$ cat config.mk
export PLATFORM = sky130hd
export DESIGN_NAME = keccak_rc_gen_flat
export DESIGN_NICKNAME = d
export VERILOG_FILES = /design/src/rtl/keccak_rc_pkg.sv /design/src/rtl/keccak_rc_gen_if.sv /design/src/rtl/keccak_rc_round_step.sv /design/src/rtl/keccak_rc_gen.sv /design/src/flat_wrapper.sv
export SDC_FILE = /design/constraint.sdc
export NUM_CORES = 1
export LEC_CHECK = 0
export BUFFER_PORTS_ARGS = -buffer_cell sky130_fd_sc_hd__buf_2
export CAP_MARGIN = 30
export CORE_ASPECT_RATIO = 0.7
export CORE_MARGIN = 2
export CORE_UTILIZATION = 42
export CTS_BUF_LIST = sky130_fd_sc_hd__clkbuf_4
export DETAILED_ROUTE_END_ITERATION = 10
export GPL_ROUTABILITY_DRIVEN = 0
export PLACE_DENSITY = 0.69
export SETUP_SLACK_MARGIN = 0.1
export SLEW_MARGIN = 20
export SYNTH_ARGS = -nofsm -noshare
export SYNTH_HDL_FRONTEND = slang
export SYNTH_SLANG_ARGS = --single-unit
$ cat constraint.sdc
create_clock -name clk -period 2.8 [get_ports clk]
set_input_delay 0.84 -clock clk [delete_from_list [all_inputs] [get_ports clk]]
set_output_delay 0.84 -clock clk [all_outputs]
set_load 0.02 [all_outputs]
$ cat src/rtl/keccak_rc_pkg.sv
// Shared constants, LFSR helpers and FSM state type for the Keccak iota
// round-constant generator.
package keccak_rc_pkg;

  localparam logic [7:0] LFSR_POLY = 8'h71;
  localparam logic [7:0] LFSR_SEED = 8'h01;

  typedef enum logic [1:0] {
    ST_IDLE = 2'd0,
    ST_GEN  = 2'd1,
    ST_HOLD = 2'd2
  } rc_state_e;

  // One step of x^8+x^6+x^5+x^4+1; the feedback taps below bit 8 are 0x71.
  function automatic logic [7:0] lfsr_step(input logic [7:0] r);
    return {r[6:0], 1'b0} ^ (r[7] ? LFSR_POLY : 8'h00);
  endfunction

  function automatic logic [7:0] lfsr_advance(input logic [7:0] r, input int n);
    logic [7:0] s;
    s = r;
    for (int i = 0; i < n; i++) begin
      s = lfsr_step(s);
    end
    return s;
  endfunction

  // Bit j of the round lands at lane position 2^j-1; positions at or beyond
  // the lane width are dropped, so callers truncate the result to W bits.
  function automatic logic [63:0] rc_expand(input logic [6:0] bits7, input int w);
    logic [63:0] lane;
    lane     = '0;
    lane[0]  = bits7[0];
    lane[1]  = bits7[1];
    lane[3]  = bits7[2];
    lane[7]  = bits7[3];
    if (w > 15) lane[15] = bits7[4];
    if (w > 31) lane[31] = bits7[5];
    if (w > 63) lane[63] = bits7[6];
    return lane;
  endfunction

endpackage

$ cat src/rtl/keccak_rc_gen_if.sv
// Round-constant channel between the generator and the Keccak round datapath,
// plus the permutation start/busy/done controls.
interface keccak_rc_gen_if #(
  parameter int W = 32
);
  logic         start;
  logic         rc_ready;
  logic [W-1:0] rc;
  logic         rc_valid;
  logic [4:0]   rc_round;
  logic         rc_last;
  logic         busy;
  logic         done;

  // Handshake: a constant transfers on a rising edge with rc_valid && rc_ready.
  // Once rc_valid is high, rc/rc_round/rc_last hold until that edge; rc_ready
  // may be high at any time and is ignored while rc_valid is low.
  modport master (
    input  start, rc_ready,
    output rc, rc_valid, rc_round, rc_last, busy, done
  );

  modport slave (
    output start, rc_ready,
    input  rc, rc_valid, rc_round, rc_last, busy, done
  );
endinterface

$ cat src/rtl/keccak_rc_round_step.sv
// Seven unrolled LFSR steps: emits one round's sequence bits (bit 0 first)
// and the LFSR state that starts the following round.
module keccak_rc_round_step
  import keccak_rc_pkg::*;
(
  input  logic [7:0] state_in,
  output logic [6:0] seq_bits,
  output logic [7:0] state_out
);

  logic [7:0] r;

  // Shift in from the top so that the first sampled bit ends at seq_bits[0].
  always_comb begin
    r        = state_in;
    seq_bits = '0;
    for (int j = 0; j < 7; j++) begin
      seq_bits = {r[0], seq_bits[6:1]};
      r        = lfsr_step(r);
    end
    state_out = r;
  end

endmodule

$ cat src/rtl/keccak_rc_gen.sv
// Keccak iota round-constant generator: one W-bit constant per round over a
// valid/ready channel, either a full round per clock or one LFSR step per clock.
module keccak_rc_gen
  import keccak_rc_pkg::*;
#(
  parameter int W       = 32,
  parameter int NROUNDS = 12 + 2 * $clog2(W),
  parameter bit SERIAL  = 1'b0
) (
  input  logic            clk,
  input  logic            rst_n,
  keccak_rc_gen_if.master rc_if,
  output rc_state_e       dbg_state
);

  localparam int         L           = $clog2(W);
  localparam int         MAX_ROUNDS  = 12 + 2 * L;
  localparam int         FIRST       = MAX_ROUNDS - NROUNDS;
  localparam logic [4:0] FIRST_ROUND = 5'(FIRST);
  localparam logic [4:0] LAST_ROUND  = 5'(MAX_ROUNDS - 1);
  // Reduced-round permutations start mid-sequence; fold the skipped steps in
  // at elaboration time.
  localparam logic [7:0] START_STATE = lfsr_advance(LFSR_SEED, 7 * FIRST);

  rc_state_e    state_q, state_d;
  logic [7:0]   lfsr_q, lfsr_d;
  logic [W-1:0] rc_q, rc_d;
  logic [4:0]   round_q, round_d;
  logic         last_q, last_d;
  logic         done_q, done_d;
  logic [2:0]   k_q, k_d;
  logic [6:0]   bits_q, bits_d;

  logic [7:0]   step_in;
  logic [6:0]   step_bits;
  logic [7:0]   step_state;
  logic         rc_valid;

  assign step_in  = (state_q == ST_IDLE) ? START_STATE : lfsr_q;
  assign rc_valid = (state_q == ST_HOLD);

  if (!SERIAL) begin : g_par
    keccak_rc_round_step u_step (
      .state_in  (step_in),
      .seq_bits  (step_bits),
      .state_out (step_state)
    );
  end else begin : g_ser
    assign step_bits  = '0;
    assign step_state = '0;
  end

  always_comb begin
    state_d = state_q;
    lfsr_d  = lfsr_q;
    rc_d    = rc_q;
    round_d = round_q;
    last_d  = last_q;
    done_d  = 1'b0;
    k_d     = k_q;
    bits_d  = bits_q;

    case (state_q)
      ST_IDLE: begin
        if (rc_if.start) begin
          round_d = FIRST_ROUND;
          last_d  = (NROUNDS == 1);
          if (SERIAL) begin
            state_d = ST_GEN;
            lfsr_d  = START_STATE;
            rc_d    = '0;
            bits_d  = '0;
            k_d     = '0;
          end else begin
            state_d = ST_HOLD;
            lfsr_d  = step_state;
            rc_d    = W'(rc_expand(step_bits, W));
          end
        end
      end

      ST_GEN: begin
        // rc is rebuilt from the bits gathered so far, so it fills in as k advances.
        bits_d[k_q] = lfsr_q[0];
        rc_d        = W'(rc_expand(bits_d, W));
        lfsr_d      = lfsr_step(lfsr_q);
        k_d         = k_q + 3'd1;
        if (k_q == 3'd6) begin
          state_d = ST_HOLD;
        end
      end

      ST_HOLD: begin
        if (rc_if.rc_ready) begin
          if (last_q) begin
            state_d = ST_IDLE;
            last_d  = 1'b0;
            done_d  = 1'b1;
          end else begin
            round_d = round_q + 5'd1;
            last_d  = ((round_q + 5'd1) == LAST_ROUND);
            if (SERIAL) begin
              state_d = ST_GEN;
              rc_d    = '0;
              bits_d  = '0;
              k_d     = '0;
            end else begin
              lfsr_d = step_state;
              rc_d   = W'(rc_expand(step_bits, W));
            end
          end
        end
      end

      default: begin
        state_d = ST_IDLE;
      end
    endcase
  end

  always_ff @(posedge clk or negedge rst_n) begin
    if (!rst_n) begin
      state_q <= ST_IDLE;
      lfsr_q  <= LFSR_SEED;
      rc_q    <= '0;
      round_q <= '0;
      last_q  <= 1'b0;
      done_q  <= 1'b0;
      k_q     <= '0;
      bits_q  <= '0;
    end else begin
      state_q <= state_d;
      lfsr_q  <= lfsr_d;
      rc_q    <= rc_d;
      round_q <= round_d;
      last_q  <= last_d;
      done_q  <= done_d;
      k_q     <= k_d;
      bits_q  <= bits_d;
    end
  end

  assign rc_if.rc       = rc_q;
  assign rc_if.rc_valid = rc_valid;
  assign rc_if.rc_round = round_q;
  assign rc_if.rc_last  = last_q;
  assign rc_if.busy     = (state_q != ST_IDLE);
  assign rc_if.done     = done_q;
  assign dbg_state      = state_q;

  // A stalled constant must not move until the datapath takes it.
  a_hold_stable: assert property (
    @(posedge clk) disable iff (!rst_n)
    (rc_valid && !rc_if.rc_ready) |=>
      (rc_valid && $stable(rc_q) && $stable(round_q) && $stable(last_q))
  );

  a_done_pulse: assert property (
    @(posedge clk) disable iff (!rst_n) done_q |=> !done_q
  );

  a_state_legal: assert property (
    @(posedge clk) disable iff (!rst_n)
    (state_q == ST_IDLE) || (state_q == ST_HOLD) || (SERIAL && state_q == ST_GEN)
  );

endmodule
$ cat src/flat_wrapper.sv
// flat-port wrapper written by rule: the top's interface ports become plain ports
module keccak_rc_gen_flat import keccak_rc_pkg::*;
#(
  parameter int W       = 32,
  parameter int NROUNDS = 12 + 2 * $clog2(W),
  parameter bit SERIAL  = 1'b0
)
  (clk, rst_n, dbg_state, rc_if_start, rc_if_rc_ready, rc_if_rc, rc_if_rc_valid, rc_if_rc_round, rc_if_rc_last, rc_if_busy, rc_if_done);
  keccak_rc_gen_if #(.W(W)) rc_if_i ();
  input  logic clk;
  input  logic rst_n;
  output rc_state_e dbg_state;
  input wire logic [$bits(rc_if_i.start)-1:0] rc_if_start;
  input wire logic [$bits(rc_if_i.rc_ready)-1:0] rc_if_rc_ready;
  output wire logic [$bits(rc_if_i.rc)-1:0] rc_if_rc;
  output wire logic [$bits(rc_if_i.rc_valid)-1:0] rc_if_rc_valid;
  output wire logic [$bits(rc_if_i.rc_round)-1:0] rc_if_rc_round;
  output wire logic [$bits(rc_if_i.rc_last)-1:0] rc_if_rc_last;
  output wire logic [$bits(rc_if_i.busy)-1:0] rc_if_busy;
  output wire logic [$bits(rc_if_i.done)-1:0] rc_if_done;
  assign rc_if_i.start = rc_if_start;
  assign rc_if_i.rc_ready = rc_if_rc_ready;
  assign rc_if_rc = rc_if_i.rc;
  assign rc_if_rc_valid = rc_if_i.rc_valid;
  assign rc_if_rc_round = rc_if_i.rc_round;
  assign rc_if_rc_last = rc_if_i.rc_last;
  assign rc_if_busy = rc_if_i.busy;
  assign rc_if_done = rc_if_i.done;
  keccak_rc_gen #(.W(W), .NROUNDS(NROUNDS), .SERIAL(SERIAL)) u_core (.clk(clk), .rst_n(rst_n), .rc_if(rc_if_i), .dbg_state(dbg_state));
endmodule
* After elaboration in Yosys (flattened, before gate mapping) *
Cells that the tools add are included.

word-level totals
  bits in registers = 59
  output and inout port bits = 43

cells by class
  $add $sub $neg = 2
  order comparisons = 2
  equality and inequality tests = 9
  multiplexer cells = 36
  bitwise gates (word level) = 8
  reduce and logical (&&, ||, !) cells = 9

operators by type and width
  cell                                                                          count
  32-bit 2-to-1 mux                                                             3
  32-bit one-hot mux with 3 select lines                                        1
  7-bit 2-to-1 mux                                                              8
  8-bit by 7-bit XOR with 8-bit output                                          6
  8-bit 2-to-1 mux                                                              4
  8-bit one-hot mux with 3 select lines                                         1
  8-bit XOR                                                                     2
  5-bit 2-to-1 mux                                                              3
  4-bit AND reduction                                                           3
  5-bit one-hot mux with 2 select lines                                         1
  2-bit 2-to-1 mux                                                              4
  7-bit bitwise mux                                                             1
  1-bit 2-to-1 mux                                                              7
  2-bit inequality test, second input constant                                  3
  2-bit one-hot mux with 3 select lines                                         1
  5-bit by 1-bit adder with 5-bit output, second input constant                 1
  5-bit equality test, second input constant                                    1
  3-bit by 4-bit less-than comparator with 1-bit output, second input constant  1
  2-bit by 1-bit inequality test with 1-bit output, second input constant       2
  2-bit nonzero test                                                            2
  3-bit by 1-bit adder with 3-bit output, second input constant                 1
  1-bit demux with 3-bit select                                                 1
  3-bit equality test, second input constant                                    1
  3-bit by 1-bit >= comparator with 1-bit output, second input constant         1
  other kinds (7)                                                               7

* Depth between registers and ports, before layout *
Gate-level depths: netlist (run 1).

  depth in word-level cells = 19
  mapped depth = 5

* By module *
Synthesis (run 1) repeated with hierarchy kept, for this count alone.

unflattened totals
  cell total of the unflattened synthesis = 127
  area total of the unflattened synthesis = 1472.7 sq um

by module, submodules not included
  module                instances  cells an instance  area each (sq um)  seq. area each (sq um)
  keccak_rc_gen         1          105                1248.7             551.8
  keccak_rc_round_step  1          22                 224.0              0.0

* Least setup slack after synthesis (run 1) *
Ideal clock, no wire load.

  path kind = input-to-reg
  start = input rc_if_start
  end = register u_core.last_q (netlist: u_core.rc_if.rc_last)
  library setup time = 0.076 ns
  data arrival time = 1.682 ns
  data required time = 2.724 ns
  setup slack = 1.042 ns
  stages on the path = 4
  path buffers = 0
  cell sequence = nor2b_4 > a21oi_1 > or4b_1 > o21ai_1

between the ends
  cells in the longest elaborated chain, start to end = 2

RTL lines
  item                                    line                  text
  from (decl)                             flat_wrapper.sv:13    input wire logic [$bits(rc_if_i.start)-1:0] rc_if_start;
  2-bit inequality test (no source line)  n/a
  3-bit AND reduction (no source line)    n/a
  to (signal assigned)                    keccak_rc_gen.sv:136  last_q <= last_d;
  to (decl)                               keccak_rc_gen.sv:29   logic last_q, last_d;

No other way between the ends.
A chain may end at the register's enable or synchronous reset.

* Worst setup path in the final report (run 1) *
  start = register u_core.state_q[1] (netlist: u_core.dbg_state[1])
  end = output dbg_state[1]

RTL lines
  item                    line                  text
  from (decl)             keccak_rc_gen.sv:25   rc_state_e state_q, state_d;
  from (signal assigned)  keccak_rc_gen.sv:132  state_q <= state_d;
  to (decl)               flat_wrapper.sv:12    output rc_state_e dbg_state;

No word-level cell between the ends.

==> results of run 1 <==
-- synthesized netlist by cell type, types with 2 or more instances --
master,n,area (µm²)
a21oi_1,2,10.0
buf_2,3,15.0
buf_4,32,240
clkbuf_1,4,15.0
dfrtp_1,19,475
ha_1,2,25.0
inv_1,4,15.0
nand2_1,22,82.6
nand3_1,7,35.0
nor2_1,4,15.0
o211ai_1,2,15.0
o21ai_0,10,50.1
o21ai_1,2,10.0
o31ai_1,2,15.0
xnor2_1,13,114
xor2_1,6,52.6
-- per-layer routing --
metal | share of wire | wire length (µm) | up-vias
met1 | 0.50 | 1220 | 410
met4 | 0.0046 | 11 | 0
met3 | 0.045 | 108 | 3
met5 | 0 | 0 | -
li1 | - | - | 440
met2 | 0.45 | 1080 | 28
-- cell families (layout without fill, tap and decap cells) --
logic type	Yosys count	after routing	synth area share
AO/OA/AOI/OAI	21	21	0.0990
AND/OR/NAND/NOR	41	41	0.153
XOR/XNOR	19	19	0.127
flip-flops	20	20	0.382
buffers and inverters	43	28	0.217
other	1	27	0.00285
adder cells (fa/ha/maj)	2	2	0.0190
-- power breakdown --
part           leakage [nW]  switching [mW]  internal [mW]
combinational         0.385           0.464          0.353
sequential            0.244           0.161          0.417
clock                0.0184          0.0911         0.0653
-- layout make-up --
type                    instances  area [µm²]
inverters                       4        15.0
repair buffers                 20         103
multi-input cells             110         624
clock buffers                   4        30.0
well taps                      36        45.0
fillers                       299        1560
flip-flops and latches         20         502
-- worst min path at each step --
stage                            start  depth (start not counted)  slack [ns]                  endpoint
floorplan             u_core.lfsr_q[0]                          2        0.47          u_core.lfsr_q[0]
global placement    u_core.rc_if.rc[3]                          2        0.45        u_core.rc_if.rc[3]
detailed placement  u_core.rc_if.rc[3]                          2        0.47        u_core.rc_if.rc[3]
CTS                              rst_n                          1        0.47  u_core.rc_if.rc_round[2]
global route                     rst_n                          1        0.50  u_core.rc_if.rc_round[2]
finish                           rst_n                          1        0.47  u_core.rc_if.rc_round[1]
-- metrics by stage --
step,setup WS (ns),cell area [µm²],hold slack [ns],cells
after floorplan,1.04,1410,0.472,173
after global placement,0.788,1290,0.446,190
after detailed placement,0.753,1290,0.475,190
after CTS,0.678,1320,0.473,194
after global routing,0.612,1320,0.499,194
final,0.675,1320,0.466,194
-- state kept, by name, indices dropped and copies added, names as in the netlist --
signal                 cells
u_core.lfsr_q              8
u_core.rc_if.rc_round      5
u_core.rc_if.rc            4
u_core.dbg_state           1
u_core.rc_if.done          1
u_core.rc_if.rc_last       1
==> results.ini, run 1 <==
[grt]
track_usage=0.139
grt_first_pass_wirelength_um=3860
overflow=0
gr-usage-met2=0.217
busiest_layer=met2
use_met1=0.191
antenna_found_initial=0
use_met3=0.0422
grt_pass1_vias=827
grt_max_degree=21

[die]
initial_core_util=0.456
io_pins=47
die_y_um=50.8
die_w_um=70.8
core_area_um2=2880
dieArea_um2=3600
rows=16

[layout]
insertedDiodeCount=0
syn_to_final_growth_pct=0.381
layout.nets=165
mostFrequentLayoutCells=27 x conb_1, 22 x nand2_1, 19 x buf_2, 19 x dfrtp_1, 13 x xnor2_1
mostFrequentLayoutCell=conb_1
drive_above_1_share=0.171
fin_util=0.457

[clocking]
post_cts_buffers=0
ctsResizeCount=0
cts_htree_levels=1
cts_tree=built
clock-sinks=20
cts_made_buffers=3
clk_pin_slew_worst_paths_ns=0.11
clk_latency_ns=0.30
clockBufferDepth=2
clock-root-buffer=clkbuf_4
cts_hold_buf=0

[timing]
fin_crit_sh=0.759
setup_viol=0
finClkSkew_ns=0.00313
maxSlewViolCount=0
tns_ns=0
hold_viol=0
max_freq_ghz=0.471
worst_pin_slew_ns=0.550
period_minus_slack_ns=2.12
rsz0062_at_grt=no
slew_headroom=0.633

[worst_setup_path]
r2r_start=u_core.dbg_state[1]
crit_family=flip-flops
cpPeakStageDelay_ns=0.71
path_cells=buf_2
worstPathArrival_ns=1.28
worst-r2r-setup-slack_ns=0.92
cp-end-kind=output port
reg2reg_depth=5
endpoint=dbg_state[1]
cp_data_required_time_ns=1.96
cp_max_fo=17
path_buf_inv=1
critPathLaunch=u_core.dbg_state[1]
worstSetupStartpointType=flip-flop
rr_endpoint=u_core.rc_if.rc_round[2]
crit_type=reg2out
path_depth=1
cp_slowest_cell=dfrtp_1

[place]
dpl.hpwl_um=1780
io_buffers=19

[yosys]
ys_ff_latch=20
yosys_warnings=0
postSynth.asyncResetShare=1.00
synth_flop_cell=dfrtp_1
syn-instance-count=147
synth_edf_count=0
synth_seq_area_share=0.382
synth.distinct_cells=29
netlist_area_um2=1310
synth.avg_cell_area_um2=8.94

[job]
cap_violations=0

[pwr]
irDropWorstVdd_uv=442
total_power_mw=1.55
power.density_nw_per_um2=1180
p_leak_nw=0.647

[min_path]
hp-class=in2async

[routing]
routed_via_density=4.54
finalWirelength_um=2420
drc=0
ant_nets=0
wire_per_inst_um=12.5
dr.first_iter.drc_count=55
vias=881
dr.pass1.iters=4

[status]
status=finished, final reports clean

Power figures use the tool's default switching activity.
==> run 2: changes to the inputs <==
--- a/config.mk
+++ b/config.mk
@@ -13,7 +13,7 @@
 export CTS_BUF_LIST = sky130_fd_sc_hd__clkbuf_4
 export DETAILED_ROUTE_END_ITERATION = 10
 export GPL_ROUTABILITY_DRIVEN = 0
-export PLACE_DENSITY = 0.69
+export PLACE_DENSITY = 0.72
 export SETUP_SLACK_MARGIN = 0.1
 export SLEW_MARGIN = 20
 export SYNTH_ARGS = -nofsm -noshare
==> constraint.sdc (replaced) <==
create_clock -name clk -period 1.8 [get_ports clk]
set_input_delay 0.54 -clock clk [delete_from_list [all_inputs] [get_ports clk]]
set_output_delay 0.54 -clock clk [all_outputs]
set_load 0.02 [all_outputs]
==> results.ini, run 2 (synthesis gave the netlist of run 1 again) <==
[layout]
insertedDiodeCount=0  ; unchanged
syn_to_final_growth_pct=3.33
layout.nets=170  ; +3.0%
fin_area_um2=1360  ; +2.9%
mostFrequentLayoutCells=27 x conb_1, 22 x nand2_1, 19 x buf_2
drive_above_1_share=0.196  ; +0.0254
mostFrequentLayoutCell=conb_1
regMostFlops=u_core.lfsr_q
largest_reg_flops=8  ; unchanged

[die]
die_w_um=70.8  ; unchanged
die_y_um=50.8  ; unchanged
io_pins=47  ; unchanged
initial_core_util=0.456  ; unchanged
core_area_um2=2880  ; unchanged
rows=16  ; unchanged
dieArea_um2=3600  ; unchanged

[clocking]
cts_htree_levels=1  ; unchanged
cts_made_buffers=3  ; unchanged
clock-root-buffer=clkbuf_4
clk_pin_slew_worst_paths_ns=0.12  ; about the same
clockBufferDepth=2  ; unchanged
clk_latency_ns=0.31  ; about the same
clock-sinks=20  ; unchanged
cts_tree=built

[worst_setup_path]
path_buf_inv=2  ; +1
cp_max_fo=10  ; -7
crit_type=reg2out
worstSetupStartpointType=flip-flop
path_cells=buf_6 > buf_2
cpPeakStageDelay_ns=0.48  ; -0.23 ns
cp_slowest_cell=dfrtp_2
cp_data_required_time_ns=1.26  ; -0.70 ns
cp-end-kind=output port
crit_family=flip-flops
worstPathArrival_ns=1.09  ; -0.19 ns

[routing]
finalWirelength_um=2340  ; -3.1%
vias=926  ; +5.1%
wire_per_inst_um=11.8  ; -5.5%
ant_nets=0  ; unchanged
dr.pass1.iters=5  ; +1
dr.first_iter.drc_count=50  ; -9.1%
routed_via_density=4.65  ; +2.5%
drc=0  ; unchanged

[grt]
grt_pass1_vias=848  ; +2.5%
antenna_found_initial=0  ; unchanged
overflow=0  ; unchanged
grt_first_pass_wirelength_um=3950  ; +2.3%
track_usage=0.140  ; +0.00129
grt_max_degree=21  ; unchanged

[timing]
hold_viol=0  ; unchanged
finClkSkew_ns=0.0170  ; +0.0139 ns
max_freq_ghz=0.612
tns_ns=0  ; unchanged
period_minus_slack_ns=1.63
setup_viol=0  ; unchanged
fin_crit_sh=0.908
maxSlewViolCount=0  ; unchanged
rsz0062_at_grt=no

[pwr]
total_power_mw=2.41  ; +56%
p_sw_frac=0.464  ; +0.00267
irDropWorstVdd_uv=828  ; +88%
switchingPower_mw=1.12  ; +56%
intPower_mw=1.29  ; +55%
clkPwrFrac=0.091  ; -0.010
combPwrFrac=0.540  ; +0.013
p_leak_nw=0.669  ; +3.3%
power.density_nw_per_um2=1780  ; +51%
p_seq_frac=0.369  ; -0.004

[place]
io_buffers=19  ; unchanged
placed_cell_area_um2=1320  ; +2.3%
dpl.hpwl_um=1800  ; +1.6%

[job]
cap_violations=0  ; unchanged

[status]
status=finished, final reports clean

[min_path]
hp-class=in2async

-- run 2: cell count changes in the layout (fill, tap and decap cells not counted), sizes merged --
cell / change
clkinv: +1
clkbuf: -1
buf: +5
-- run 2: worst reg2reg max path, delay by kind of cell, from the launching register on --
family                   cells  cell delay, ns
AND/OR/NAND/NOR              1            0.47
flip-flops                   1            0.45
adder cells (fa/ha/maj)      1            0.28
XOR/XNOR                     1            0.14
AO/OA/AOI/OAI                1            0.14
-- run 2: stage by stage --
step                worst slack (ns)  hold WS [ns]  std cells  utilization
finish                         0.166         0.149        199        0.471
global route                   0.124         0.191        199        0.471
CTS                            0.119         0.176        198        0.467
detailed placement             0.146         0.452        194        0.457
global placement               0.195         0.454        194        0.457
floorplan                      0.273         0.244        173            -
-- run 2: layer usage --
layer,GRT usage,up-vias,share of wire
met4,0.0283,0,0.0073
met3,0.0382,2,0.056
met1,0.195,440,0.48
met5,0,-,0
met2,0.220,30,0.45
li1,-,454,-
-- run 2: power groups by stage --
stage	clock [mW]	sequential, mW	combinational (mW)
final	0.219	0.890	1.30
after global routing	0.252	0.928	1.45
after CTS	0.225	0.892	1.31
after detailed placement	0	0.901	1.30
after global placement	0	0.890	1.27
after floorplan	0	0.903	1.07
-- run 2: layout make-up --
| cell class | count | area, µm² |
|---|---|---|
| clock buffers | 3 | 22.5 |
| clock inverters | 1 | 3.75 |
| fillers | 272 | 1530 |
| inverters | 4 | 15.0 |
| multi-input cells | 110 | 624 |
| flip-flops and latches | 20 | 503 |
| well taps | 36 | 45.0 |
| repair buffers | 25 | 144 |
-- run 2: final timing paths --
path | slack (ns) | endpoint | start | cells after the start
setup / recovery | 0.17 | rc_if_busy | u_core.dbg_state[1] | 2
hold / removal | 0.15 | u_core.rc_if.rc_last | rst_n | 1
setup reg to reg | 0.27 | u_core.rc_if.rc_last | u_core.rc_if.rc_round[0] | 4
hold reg to reg | 0.47 | u_core.rc_if.rc[3] | u_core.rc_if.rc[3] | 2
max in group asynchronous | 1.29 | u_core.lfsr_q[0] | rst_n | 1
min in group clk | 0.47 | u_core.rc_if.rc[3] | u_core.rc_if.rc[3] | 2
-- run 2: what timing repair did --
item | CTS | global route
setup buffers | 0 | 1
resized for setup | 1 | 1
setup endpoints to repair | 3 | 3
hold buffers | 0 | 0
